$ cat config.mk
export PLATFORM = sky130hd
export DESIGN_NAME = jk_mod_counter_flat
export DESIGN_NICKNAME = d
export VERILOG_FILES = /design/src/rtl/jk_pkg.sv /design/src/rtl/jk_mod_counter_if.sv /design/src/rtl/jk_ff_cell.sv /design/src/rtl/jk_mod_counter.sv /design/src/flat_wrapper.sv
export SDC_FILE = /design/constraint.sdc
export NUM_CORES = 1
export LEC_CHECK = 0
export CORE_MARGIN = 2
export CORE_UTILIZATION = 47
export CTS_CLUSTER_DIAMETER = 150
export CTS_CLUSTER_SIZE = 24
export DETAILED_ROUTE_END_ITERATION = 10
export PLACE_DENSITY = 0.81
export SLEW_MARGIN = 5
export SYNTH_ARGS = -nofsm -noshare
export SYNTH_HDL_FRONTEND = slang
export SYNTH_SLANG_ARGS = --single-unit
export TNS_END_PERCENT = 30
$ cat constraint.sdc
create_clock -name clk -period 5.55 [get_ports clk]
set_clock_uncertainty 0.15 [all_clocks]
set_input_delay 1.11 -clock clk [delete_from_list [all_inputs] [get_ports clk]]
set_output_delay 1.11 -clock clk [all_outputs]
set_load 0.02 [all_outputs]
$ cat src/rtl/jk_pkg.sv
// Shared JK flip-flop definitions: excitation codes and the {J,K} derivation
// used by every counter built from JK cells.
package jk_pkg;

    typedef enum logic [1:0] {
        HOLD = 2'b00,
        CLR  = 2'b01,
        SET  = 2'b10,
        TGL  = 2'b11
    } jk_code_t;

    // Minimal excitation: only SET/CLR on a change, HOLD otherwise; TGL is never produced.
    function automatic jk_code_t jk_excite(input logic q, input logic n);
        return jk_code_t'({~q & n, q & ~n});
    endfunction

endpackage

$ cat src/rtl/jk_mod_counter_if.sv
// Control, status and excitation signals of the JK modulo counter.
// The master drives the controls; the slave (the counter) drives state and excitation.
interface jk_mod_counter_if #(
    parameter int WIDTH = 4
);
    logic             en;
    logic             up;
    logic             load;
    logic [WIDTH-1:0] load_val;
    logic [WIDTH-1:0] count;
    logic             tc;
    logic             load_err;
    logic [WIDTH-1:0] j_vec;
    logic [WIDTH-1:0] k_vec;

    modport master (
        output en, up, load, load_val,
        input  count, tc, load_err, j_vec, k_vec
    );

    modport slave (
        input  en, up, load, load_val,
        output count, tc, load_err, j_vec, k_vec
    );
endinterface

$ cat src/rtl/jk_ff_cell.sv
// Single JK flip-flop with synchronous active-high reset.
module jk_ff_cell
    import jk_pkg::*;
(
    input  logic clk,
    input  logic reset,
    input  logic j,
    input  logic k,
    output logic q
);

    // NOTE: sequential state uses non-blocking assignments so every cell samples pre-edge values.
    always_ff @(posedge clk) begin
        if (reset) begin
            q <= 1'b0;
        end else begin
            case (jk_code_t'({j, k}))
                HOLD: q <= q;
                CLR:  q <= 1'b0;
                SET:  q <= 1'b1;
                TGL:  q <= ~q;
            endcase
        end
    end

endmodule

$ cat src/rtl/jk_mod_counter.sv
// Modulo-N up/down counter whose state lives in JK cells; computes the next count,
// the per-bit J/K excitation, terminal count and the bad-load flag.
module jk_mod_counter
    import jk_pkg::*;
#(
    parameter int WIDTH   = 4,
    parameter int MODULUS = 10
) (
    input logic             clk,
    input logic             reset,
    jk_mod_counter_if.slave bus
);

    localparam logic [WIDTH-1:0] MAX = WIDTH'(MODULUS - 1);

    generate
        if (WIDTH < 2 || WIDTH > 16 || MODULUS < 2 || MODULUS > (1 << WIDTH)) begin : g_bad_param
            $error("jk_mod_counter: illegal WIDTH/MODULUS combination");
        end
    endgenerate

    logic [WIDTH-1:0] q;
    logic [WIDTH-1:0] next_count;
    logic [WIDTH-1:0] j;
    logic [WIDTH-1:0] k;
    logic             bad_load;
    logic             load_err_q;

    // Any value above MODULUS-1 is out of range; clamped to the top of the range.
    assign bad_load = bus.load_val > MAX;

    // NOTE: always_comb blocks assign a default first so no path leaves a signal unassigned (no latch).
    always_comb begin
        next_count = q;
        if (bus.load) begin
            next_count = bad_load ? MAX : bus.load_val;
        end else if (bus.en) begin
            if (bus.up) begin
                next_count = (q == MAX) ? '0 : q + WIDTH'(1);
            end else begin
                next_count = (q == '0) ? MAX : q - WIDTH'(1);
            end
        end
    end

    // Excitation is forced to HOLD while reset is asserted.
    always_comb begin
        j = '0;
        k = '0;
        if (!reset) begin
            for (int i = 0; i < WIDTH; i++) begin
                {j[i], k[i]} = jk_excite(q[i], next_count[i]);
            end
        end
    end

    generate
        for (genvar i = 0; i < WIDTH; i++) begin : g_cell
            jk_ff_cell u_cell (
                .clk   (clk),
                .reset (reset),
                .j     (j[i]),
                .k     (k[i]),
                .q     (q[i])
            );
        end
    endgenerate

    always_ff @(posedge clk) begin
        if (reset) begin
            load_err_q <= 1'b0;
        end else begin
            load_err_q <= bus.load & bad_load;
        end
    end

    assign bus.count    = q;
    assign bus.j_vec    = j;
    assign bus.k_vec    = k;
    assign bus.load_err = load_err_q;
    assign bus.tc       = bus.en & ~bus.load &
                          ((bus.up & (q == MAX)) | (~bus.up & (q == '0)));

endmodule

$ cat src/flat_wrapper.sv
// flat-port wrapper written by rule: the top's interface ports become plain ports
module jk_mod_counter_flat import jk_pkg::*;
#(
    parameter int WIDTH   = 4,
    parameter int MODULUS = 10
)
  (clk, reset, bus_en, bus_up, bus_load, bus_load_val, bus_count, bus_tc, bus_load_err, bus_j_vec, bus_k_vec);
  jk_mod_counter_if #(.WIDTH(WIDTH)) bus_i ();
  input logic clk;
  input logic reset;
  input wire logic [$bits(bus_i.en)-1:0] bus_en;
  input wire logic [$bits(bus_i.up)-1:0] bus_up;
  input wire logic [$bits(bus_i.load)-1:0] bus_load;
  input wire logic [$bits(bus_i.load_val)-1:0] bus_load_val;
  output wire logic [$bits(bus_i.count)-1:0] bus_count;
  output wire logic [$bits(bus_i.tc)-1:0] bus_tc;
  output wire logic [$bits(bus_i.load_err)-1:0] bus_load_err;
  output wire logic [$bits(bus_i.j_vec)-1:0] bus_j_vec;
  output wire logic [$bits(bus_i.k_vec)-1:0] bus_k_vec;
  assign bus_i.en = bus_en;
  assign bus_i.up = bus_up;
  assign bus_i.load = bus_load;
  assign bus_i.load_val = bus_load_val;
  assign bus_count = bus_i.count;
  assign bus_tc = bus_i.tc;
  assign bus_load_err = bus_i.load_err;
  assign bus_j_vec = bus_i.j_vec;
  assign bus_k_vec = bus_i.k_vec;
  jk_mod_counter #(.WIDTH(WIDTH), .MODULUS(MODULUS)) u_core (.clk(clk), .reset(reset), .bus(bus_i));
endmodule
==> out/results.tsv <==
stage	metric	value	unit
yosys	synth_seq_area_share	0.1566	
routing	vias	595	
floorplanning	design.core.area	1285	sq um
global_route	globalRouteOverflowTotal	0	
global_route	grt_max_degree	17	
yosys	ys_top_cells_by_count	buf_4 (14), nor2_1 (7), a21oi_1 (6), nand2_1 (6), dfxtp_1 (5)	
finish	drive_above_1_share	0.05376	
setup_path	arrival	3.30	ns
power	ir_drop	98.60	uV
power	leakage	0.2712	nW
routing	drc_errors	0	
yosys	synth_largest_area_cell	buf_4	
global_route	grt_pass1_wl	1.980	mm
finish	area_growth_syn_to_layout	18.98	%
clock_tree	clkLatencyLatePin	0.24	ns
placed_design	portBuffers	22	
yosys	synthArstFlopShare	0	
routing	routedWlPerCell	11.55	um
yosys	synthCells	87	
sta	fin_crit	4.559	ns
setup_path	startpoint_type	input pin	
clock_tree	cts_hold_buf	0	
clock_tree	cts_root_buffer	clkbuf_4	
floorplanning	rows	13	
routing	wirelength	1.247	mm
clock_tree	cts_tree	yes	
floorplanning	ioPinCount	23	
clock_tree	cts.sinks	5	
floorplanning	die_area	1671	sq um
yosys	ys.flop_type	dfxtp_1	
clock_tree	clk_path_buf_depth	2	
finish	final_cells	108	
routing	first_pass_iters	4	
sta	slew_viol_final	0	
yosys	yosys-top-cells-area	buf_4 (16%), dfxtp_1 (16%), a21oi_1 (4.7%)	
clock_tree	cts_buffers	3	
global_route	antenna_found_initial	0	
placed_design	gp_congestion	0.7866	
yosys	synth_area	639.4	sq um
power	powerDensity	185.4	nW/um^2
yosys	yosysUniqueCellTypes	38	
routing	dr.first_iter.drc_count	14	
yosys	synth-edff-count	0	
setup_path	path_class	input pin to primary output	
outcome	outcome	finished clean	
global_route	first_global_vias	488	
global_route	grt_usage	0.1738	
yosys	synth_nets	96	
sta	worstMarginPinSlew	0.5145	ns
sta	hold_viol	0	
setup_path	critPathRequiredTime	4.29	ns
sta	relSlewSlack	0.6566	
yosys	synth-seq-cells	5	
floorplanning	die_h	40.88	um
min_path	hold_class	flip-flop to flip-flop	
run	cap_viol_max_count	0	
setup_path	endpoint_kind	primary output	
placed_design	dpl.cell_count	104	
yosys	synth.top_cell.area_share	0.1644	
clock_tree	htreeDepth	1	
routing	detail-route-antenna-nets	0	
sta	finalSetupViolCount	0	
routing	via_per_inst	5.509	
sta	tns	0	ns
sta	fmaxAchievable	0.2194	GHz
clock_tree	clk_pin_slew	0.04	ns
finish	fillers	122	
placed_design	hpwl	918.9	um
yosys	yosysMostFrequentCell	buf_4	
finish	antenna_cells	0	
sta	finalCritPeriodShare	0.8214	
floorplanning	die_x	40.88	um
yosys	synth_warnings	0	
clock_tree	post_cts_resized	0	
clock_tree	cts_setup_buffers	0	
yosys	syn_avg_cell_area	7.349	sq um
finish	fin_nets	103	
sta	rsz0062_at_grt	no	
floorplanning	initial_core_util	0.4976	
setup_path	cp_max_fo	12	
[power breakdown]
part | leakage [nW] | switching (W) | internal [W] | total, W
Clock | 0.0150 | 0.0000147 | 0.0000272 | 0.0000418
Sequential | 0.0413 | 0.00000774 | 0.0000385 | 0.0000463
Combinational | 0.215 | 0.0000257 | 0.0000273 | 0.0000529
[cell families (layout without fill, tap and decap cells)]
kind of cell	after synthesis	after routing	synth area share
buf+inv	21	27	0.2309
compound gates	23	23	0.2427
mux	2	2	0.03131
flops	5	5	0.1566
xor+xnor	3	3	0.04110
simple gates	33	33	0.2975
[registers in the layout, indices dropped and copies added, names as in the netlist]
register / count
u_core.bus.load_err: 1
u_core.g_cell.u_cell.q: 4
[path summary, 6_finish.rpt]
| path | slack, ns | cells after the start | endpoint | startpoint |
|---|---|---|---|---|
| worst max-delay path | 0.99 | 7 | bus_k_vec[1] | bus_up |
| worst min-delay path | 0.64 | 3 | u_core.g_cell[3].u_cell.q | u_core.g_cell[3].u_cell.q |
| worst max register to register | 3.80 | 4 | u_core.g_cell[3].u_cell.q | u_core.g_cell[1].u_cell.q |
| worst min register to register | 0.64 | 3 | u_core.g_cell[3].u_cell.q | u_core.g_cell[3].u_cell.q |
[critical path: stages]
cell and delay, ns:
clkdlybuf4s50_1 0.70, o21bai_1 0.17, o22ai_1 0.13, o21ai_1 0.16, a21oi_1 0.08, nor4b_1 0.30, clkdlybuf4s50_1 0.66
[area by class of cell]
class / instances / area [sq um] / area share
Timing Repair Buffer: 22 / 220.2 / 0.2895
Multi-Input combinational cell: 61 / 391.6 / 0.5148
Inverter: 1 / 3.754 / 0.004934
Clock buffer: 4 / 26.28 / 0.03454
Sequential cell: 5 / 100.1 / 0.1316
Tap cell: 15 / 18.77 / 0.02467
[per-layer routing]
layer	track usage	wire length, um	vias to the layer above
met5	0	0	-
met4	0.1000	5	0
met3	0.01630	75	2
met2	0.2734	565	24
met1	0.2273	600	257
li1	-	-	312
[cells in the final DEF (no fill, tap or decap), drive strengths merged, types with 3 or more instances in the layout]
master and instances:
nor2b 4, a21oi 6, clkdlybuf4s50 22, nand2b 3, nor2 7, clkbuf 4, o21ai 5, nand2 6
dfxtp 5
[through the flow]
| stage | worst slack, ns | total power [W] | instance area, sq um | util | hold WS [ns] |
|---|---|---|---|---|---|
| after global placement | 1.041 | 0.00009888 | 734.5 | 0.5716 | 0.6053 |
| after floorplan | 2.081 | 0.00008838 | 639.4 | - | 0.5937 |
| after CTS | 0.9595 | 0.0001435 | 760.7 | 0.5920 | 0.6251 |
| after global routing | 0.7277 | 0.0001497 | 760.7 | 0.5920 | 0.7030 |
| final | 0.9913 | 0.0001410 | 760.7 | 0.5920 | 0.6357 |
| after detailed placement | 0.9882 | 0.00009955 | 734.5 | 0.5716 | 0.6212 |
(Power assumes the default switching activity.)
